## src/rtl/counter_pkg.sv

```systemverilog
// Shared constants and parameter legality check for the up/down counter family.
package counter_pkg;

  localparam logic DIR_UP    = 1'b1;
  localparam logic DIR_DN    = 1'b0;
  localparam logic MODE_WRAP = 1'b0;
  localparam logic MODE_SAT  = 1'b1;

  // Width must be at least 1 and the modulus must fit in 2..2**width.
  function automatic bit params_legal(input int unsigned width, input longint unsigned modulus);
    bit ok_s;
    if ((width < 32'd1) || (width > 32'd62)) begin
      ok_s = 1'b0;
    end else begin
      ok_s = (modulus >= 64'd2) && (modulus <= (64'd1 << width));
    end
    return ok_s;
  endfunction

endpackage

```

## src/rtl/dff_sync_r.sv

```systemverilog
// Register bank with synchronous active-high reset to zero; exposes true and inverted outputs.
module dff_sync_r #(
  parameter int unsigned WIDTH = 1
) (
  input  logic             clk,
  input  logic             rst,
  input  logic [WIDTH-1:0] d,
  output logic [WIDTH-1:0] q,
  output logic [WIDTH-1:0] q_b
);

  logic [WIDTH-1:0] r_q;

  // State register: reset wins, otherwise capture d every edge.
  always_ff @(posedge clk) begin
    if (rst) begin
      r_q <= {WIDTH{1'b0}};
    end else begin
      r_q <= d;
    end
  end

  assign q   = r_q;
  assign q_b = ~r_q;

endmodule

```

## src/rtl/sync_updown_counter.sv

```systemverilog
// Modulo-N up/down counter with enable, clamped parallel load, wrap/saturate modes
// and terminal-count, wrap-pulse and sticky saturation flags.
module sync_updown_counter
  import counter_pkg::*;
#(
  parameter int unsigned WIDTH   = 4,
  parameter int unsigned MODULUS = 16
) (
  input  logic             clk,
  input  logic             rst,
  input  logic             en,
  input  logic             up_dn,
  input  logic             sat_mode,
  input  logic             load,
  input  logic [WIDTH-1:0] load_val,
  output logic [WIDTH-1:0] q,
  output logic             tc,
  output logic             wrap,
  output logic             sat_hit
);

  if (!params_legal(WIDTH, longint'(MODULUS))) begin : g_bad_params
    $error("sync_updown_counter: illegal WIDTH/MODULUS combination");
  end

  localparam logic [WIDTH-1:0] MAX_VAL  = WIDTH'(MODULUS - 32'd1);
  localparam logic [WIDTH-1:0] ZERO_VAL = {WIDTH{1'b0}};
  localparam logic [WIDTH-1:0] ONE_VAL  = WIDTH'(32'd1);

  logic [WIDTH-1:0] w_q;
  logic [WIDTH-1:0] w_q_b;
  logic [WIDTH-1:0] w_q_nxt;
  logic             w_wrap;
  logic             w_wrap_b;
  logic             w_wrap_nxt;
  logic             w_sat;
  logic             w_sat_b;
  logic             w_sat_nxt;
  logic             w_at_max;
  logic             w_at_zero;
  logic             w_unused_qb;

  assign w_at_max    = (w_q == MAX_VAL);
  assign w_at_zero   = &w_q_b;
  assign w_unused_qb = w_wrap_b ^ w_sat_b;

  // Next-state: load beats count; bounds are tested before stepping so no overflow.
  always_comb begin
    w_q_nxt    = w_q;
    w_wrap_nxt = 1'b0;
    w_sat_nxt  = w_sat;
    if (load) begin
      w_sat_nxt = 1'b0;
      if (load_val > MAX_VAL) begin
        w_q_nxt = MAX_VAL;
      end else begin
        w_q_nxt = load_val;
      end
    end else if (en) begin
      if (up_dn == DIR_UP) begin
        if (!w_at_max) begin
          w_q_nxt = w_q + ONE_VAL;
        end else if (sat_mode == MODE_WRAP) begin
          w_q_nxt    = ZERO_VAL;
          w_wrap_nxt = 1'b1;
        end else begin
          w_sat_nxt = 1'b1;
        end
      end else begin
        if (!w_at_zero) begin
          w_q_nxt = w_q - ONE_VAL;
        end else if (sat_mode == MODE_WRAP) begin
          w_q_nxt    = MAX_VAL;
          w_wrap_nxt = 1'b1;
        end else begin
          w_sat_nxt = 1'b1;
        end
      end
    end else begin
      w_q_nxt = w_q;
    end
  end

  dff_sync_r #(.WIDTH(WIDTH)) u_cnt_reg (
    .clk (clk),
    .rst (rst),
    .d   (w_q_nxt),
    .q   (w_q),
    .q_b (w_q_b)
  );

  dff_sync_r #(.WIDTH(1)) u_wrap_reg (
    .clk (clk),
    .rst (rst),
    .d   (w_wrap_nxt),
    .q   (w_wrap),
    .q_b (w_wrap_b)
  );

  dff_sync_r #(.WIDTH(1)) u_sat_reg (
    .clk (clk),
    .rst (rst),
    .d   (w_sat_nxt),
    .q   (w_sat),
    .q_b (w_sat_b)
  );

  // Terminal count follows up_dn combinationally; sampled by consumers at the edge.
  assign tc      = ((up_dn == DIR_UP) && w_at_max) || ((up_dn == DIR_DN) && w_at_zero);
  assign q       = w_q;
  assign wrap    = w_wrap;
  assign sat_hit = w_sat;

endmodule

```

## config.mk

```make
export PLATFORM = sky130hd
export DESIGN_NAME = sync_updown_counter
export DESIGN_NICKNAME = d
export VERILOG_FILES = /design/src/rtl/counter_pkg.sv /design/src/rtl/dff_sync_r.sv /design/src/rtl/sync_updown_counter.sv
export SDC_FILE = /design/constraint.sdc
export NUM_CORES = 1
export LEC_CHECK = 0
export CORE_AREA = 8 8 45 47
export CTS_BUF_LIST = sky130_fd_sc_hd__clkbuf_8
export DETAILED_ROUTE_END_ITERATION = 8
export DIE_AREA = 0 0 53 55
export GPL_ROUTABILITY_DRIVEN = 1
export PLACE_DENSITY = 0.71
export SYNTH_ARGS = -nofsm -noshare
export SYNTH_HDL_FRONTEND = slang
export SYNTH_SLANG_ARGS = --single-unit
```

## constraint.sdc

```tcl
create_clock -name clk -period 3.5 [get_ports clk]
set_clock_uncertainty 0.15 [all_clocks]
set_input_delay 0.7 -clock clk [delete_from_list [all_inputs] [get_ports clk]]
set_output_delay 0.7 -clock clk [all_outputs]
set_load 0.01 [all_outputs]
```

Yosys cells after proc, flatten, opt, wreduce, memory -nomap -nowiden
Cells that the tools add are included.
{"block": "op_classes", "reduce_logical": 10, "n_addsub": 2, "n_eq_ne": 4, "bitwise_logic": 3, "mux": 16, "order_cmp": 1}
{"operator": "$mux W4", "count": 8}
{"operator": "$mux W1", "count": 8}
{"operator": "$ne A4 B4 Y1 const B", "count": 2}
{"operator": "$reduce_and A3 Y1", "count": 2}
{"operator": "$add A4 B1 Y4 const B", "count": 1}
{"operator": "$eq A4 B4 Y1 const B", "count": 1}
{"operator": "$gt A4 B4 Y1 const B", "count": 1}
{"operator": "$not A4 Y4", "count": 1}
{"operator": "$reduce_and A4 Y1", "count": 1}
{"operator": "$reduce_bool A2 Y1", "count": 2}
{"operator": "$sub A4 B1 Y4 const B", "count": 1}
{"operator": "$reduce_or A3 Y1", "count": 1}
{"operator": "$logic_and A1 B1 Y1", "count": 2}
{"operator": "$ne A2 B1 Y1 const B", "count": 1}
{"operator": "$not A1 Y1", "count": 2}
{"operator": "$reduce_or A2 Y1", "count": 1}
{"operator": "$logic_or A1 B1 Y1", "count": 1}
{"block": "totals", "ff_bits": 6, "word_cells": 39, "output_inout_bits": 7}

Logic depth before layout (Yosys ltp)
Gate-level depths: netlist of run 1.
{"block": "logic_depth", "depth_word": 6, "ltp_mapped": 6, "depth_no_buf": 6}

By module
A second synthesis of run 1 with hierarchy kept.
{"block": "hier_totals", "cells_unflattened": 72, "area_unflattened_um2": 568.0}
{"mod": "sync_updown_counter", "instances": 1, "cells_per_inst": 54, "seq_area_each_um2": 0.0, "area_each_um2": 372.9}
{"mod": "dff_sync_r at u_cnt_reg", "instances": 1, "cells_per_inst": 12, "seq_area_each_um2": 80.1, "area_each_um2": 120.1}
{"mod": "dff_sync_r at u_sat_reg ...", "instances": 2, "cells_per_inst": 3, "seq_area_each_um2": 20.0, "area_each_um2": 37.5}

Worst setup path after synthesis of run 1
No wires, ideal clock.
{"block": "synth_timing", "kind": "register to output", "from": "reg u_cnt_reg.r_q[0], in the netlist u_cnt_reg.q[0]", "to": "out tc", "arrival_time_ns": 1.197, "path_stages_with_launch": 5, "path_slack_ns": 1.453, "path_buffers": 0, "path_cell_list": "dfxtp_1 > inv_1 > ha_1 > nor4b_2 > or2_1"}
{"block": "synth_between", "elab_chain_len": 4}
{"item": "from (decl)", "line_no": "dff_sync_r.sv:12", "source": "logic [WIDTH-1:0] r_q;"}
{"item": "from (signal assigned)", "line_no": "dff_sync_r.sv:17", "source": "r_q <= {WIDTH{1'b0}};"}
{"item": "$not A4 Y4", "line_no": "dff_sync_r.sv:24", "source": "assign q_b = ~r_q;"}
{"item": "$reduce_and A4 Y1", "line_no": "sync_updown_counter.sv:44", "source": "assign w_at_zero = &w_q_b;"}
{"item": "$logic_and A1 B1 Y1", "line_no": "sync_updown_counter.sv:109", "source": "assign tc = ((up_dn == DIR_UP) && w_at_max) || ((up_dn == DIR_DN) && w_at_zero);"}
{"item": "$logic_or A1 B1 Y1 *", "line_no": "sync_updown_counter.sv:109"}
{"item": "to (decl)", "line_no": "sync_updown_counter.sv:17", "source": "output logic tc,"}
Every way passes the cells marked *; elsewhere a longest branch is shown, timed or not.

Worst setup path in the final report of run 1
{"block": "layout_timing", "from": "in up_dn", "to": "out tc"}
{"block": "layout_between", "elab_chain_len": 3}
{"item": "from (decl)", "line_no": "sync_updown_counter.sv:12", "source": "input logic up_dn,"}
{"item": "$not A1 Y1", "line_no": "sync_updown_counter.sv:109"}
{"item": "$logic_and A1 B1 Y1", "line_no": "sync_updown_counter.sv:109"}
{"item": "$logic_or A1 B1 Y1 *", "line_no": "sync_updown_counter.sv:109"}
Marks and branches as above.

==> impl_metrics.yaml, run 1 <==
power:
  powerDensity_nw_per_um2: 369
  ir_worst_vdd_v: 0.000232
  power_w: 0.000248
  p_leak_nw: 0.247
setup_path:
  critPathLaunchType: "primary input"
  timing.rr.start: "u_cnt_reg.q[0]$_SDFFE_PP0P_"
  worstSetupEndpointType: "primary output"
  rrSetupSlack_ns: 1.63
  critical_path_class: "primary input to primary output"
  worstPathArrival_ns: 2.22
  cp-startpoint: "up_dn"
  r2r_end: "u_cnt_reg.q[1]$_SDFFE_PP0P_"
  cp_max_fo: 3
  worst_r2r_path_depth: 6
  setup.worst_path.end: "tc"
  critPathRequiredTime_ns: 2.65
synth:
  yosysWarningCount: 0
  ys_top_cells_by_count: "dfxtp_1 (6), inv_1 (5), nor2_1 (4), o21ai_0 (4)"
  synth.area.top_cells: "dfxtp_1 (26%), ha_1 (5.5%), o21ai_0 (4.4%), inv_1 (4.1%), a311oi_1 (3.9%)"
  synth_top_cell_area_share_pct: 26.4
  yosysMostFrequentCell: "dfxtp_1"
  yosysTopAreaCell: "dfxtp_1"
  synth_edf_count: 0
  synthCells: 56
  yosysSeqAreaShare_pct: 26.4
  synth_cell_types: 32
  syn_nets: 68
  synth.cell_area_um2: 454
  synth_ff_type: "dfxtp_1"
  ys_seq_elements: 6
  synthArstFlopShare_pct: 0
  avgSynthCellArea_um2: 8.11
final_layout:
  diodes: 0
  stdcell_count: 90
  drive_above_1_share_pct: 9.46
  nFillCells: 152
  fin_nets: 88
  syn_to_final_growth_pct: 48.2
cts:
  cts_resized: 0
  clock-sinks: 6
  hold_buffers: 0
  cts-root-buf: "clkbuf_8"
  htreeDepth: 1
  clkSlewWorstSetupHoldPaths_ns: 0.04
  cts_made_buffers: 3
  cts_setup_buffers: 0
  cts_tree: "done"
  clockBufferDepth: 2
  clk_latency_ns: 0.22
timing:
  hold_slack_ns: 0.377
  max_slew.worst_pin.slew_ns: 0.312
  period_share_pct: 87.7
  rsz0062_at_grt: "false"
  hold_viol: 0
  layout_setup_ws_ns: 0.432
  period_minus_slack_ns: 3.07
  clock.fmax_ghz: 0.326
  relSlewSlack_pct: 79.1
  setup_viol: 0
  drv_slew: 0
  fin_tns_setup_ns: 0
die:
  rows: 14
  die-area_um2: 2920
  io-pin-count: 17
  core-area_um2: 1380
  die_h_um: 55
  initial_utilization_pct: 32.8
  die_w_um: 53
hold_path:
  hold_class: "flop to flop"
detailed_routing:
  viasPerCell: 5.36
  vias: 482
  firstDrtPassIters: 4
  drcViolationCount: 0
  wl_um: 1170
  first_iter_violations: 3
  drt-wirelength-per-cell_um: 13.0
  final_antenna_net_count: 0
placed_design:
  gp_congestion: 0.714
  dp_worst_setup_slack_ns: 0.438
  hpwl_um: 959
  port_buffers: 16
  dp_cells: 87
global_route:
  top_usage_layer: "met2"
  grt_max_degree: 11
  track_usage_pct: 8.14
  grt_pass1_vias: 439
  grt_use_met3_pct: 4.28
  grt_remaining_overflow: 0
  antenna_found_initial: 0
  grt_pass1_wl_um: 1800
  met2_usage_pct: 12.7
  grt_util_met1_pct: 9.41
run_status:
  outcome: "finished clean"
job:
  drv_cap: 0
-- registers in the layout, summed over array words and instances, names as in the netlist --
signal and count:
u_cnt_reg.q 4, u_sat_reg.q 1, u_wrap_reg.q 1
-- where the power goes --
part	leakage (nW)	total, W	switching [W]	internal [W]
logic	0.176	0.0000644	0.0000279	0.0000364
clock network	0.0216	0.000102	0.0000281	0.0000737
registers	0.0495	0.0000819	0.00000863	0.0000732
-- stage by stage --
stage,util (%),instance area (um2)
after floorplan,-,454
after global placement,45.7,632
after detailed placement,45.7,632
after CTS,48.6,673
after global routing,48.6,673
final,48.6,673
-- area by class of cell --
| class | count | area, um2 | area share [%] |
|---|---|---|---|
| Multi-Input combinational cell | 43 | 305 | 45.4 |
| Timing Repair Buffer | 17 | 168 | 24.9 |
| Sequential cell | 6 | 120 | 17.8 |
| Clock buffer | 3 | 41.3 | 6.13 |
| Tap cell | 16 | 20.0 | 2.97 |
| Inverter | 5 | 18.8 | 2.79 |
-- cell usage in the layout (no fill, tap or decap), drive strengths merged, types with 2 or more instances in the layout --
| cell type | synthesis | layout |
|---|---|---|
| a21oi | 2 | 2 |
| a31oi | 2 | 2 |
| ha | 2 | 2 |
| o21bai | 2 | 2 |
| clkdlybuf4s50 | 0 | 16 |
| a311oi | 2 | 2 |
| o21ai | 5 | 5 |
| clkbuf | 0 | 3 |
| nand2b | 2 | 2 |
| inv | 5 | 5 |
| nand3 | 2 | 2 |
| nor3 | 2 | 2 |
| dfxtp | 6 | 6 |
| nor2 | 4 | 4 |
-- cell families after synthesis --
logic type               share of synthesized area [%]
AO/OA/AOI/OAI                                     30.0
XOR/XNOR                                          1.93
adder cells (fa/ha/maj)                           5.51
buffers and inverters                             6.34
flip-flops                                        26.4
multiplexers                                      2.48
AND/OR/NAND/NOR                                   27.3
-- worst min path at each step --
| stage | slack, ns | depth (start not counted) | from | endpoint |
|---|---|---|---|---|
| after floorplan | 0.40 | 2 | u_sat_reg.q$_SDFFE_PP0P_ | u_sat_reg.q$_SDFFE_PP0P_ |
| after global routing | 0.43 | 2 | u_sat_reg.q$_SDFFE_PP0P_ | u_sat_reg.q$_SDFFE_PP0P_ |
| after CTS | 0.39 | 2 | u_sat_reg.q$_SDFFE_PP0P_ | u_sat_reg.q$_SDFFE_PP0P_ |
| after global placement | 0.36 | 2 | u_sat_reg.q$_SDFFE_PP0P_ | u_sat_reg.q$_SDFFE_PP0P_ |
| final | 0.38 | 2 | u_sat_reg.q$_SDFFE_PP0P_ | u_sat_reg.q$_SDFFE_PP0P_ |
| after detailed placement | 0.38 | 2 | u_sat_reg.q$_SDFFE_PP0P_ | u_sat_reg.q$_SDFFE_PP0P_ |
-- critical path, cell delays in order --
cell,delay (ns)
clkdlybuf4s50_1,0.46
nor4b_2,0.30
or2_1,0.20
clkdlybuf4s50_1,0.55
-- layer usage --
layer | part of all wire [%] | vias to the layer above
met2 | 49 | 13
met1 | 44 | 219
met4 | 0 | 0
met5 | 0 | -
met3 | 6.7 | 0
li1 | - | 250
(Power assumes the default switching activity.)
==> run 2: changes to the inputs <==
- GPL_ROUTABILITY_DRIVEN: 1 -> 0
==> results of run 2 <==
Final layout, timing and power as in run 1 (identical DEF).
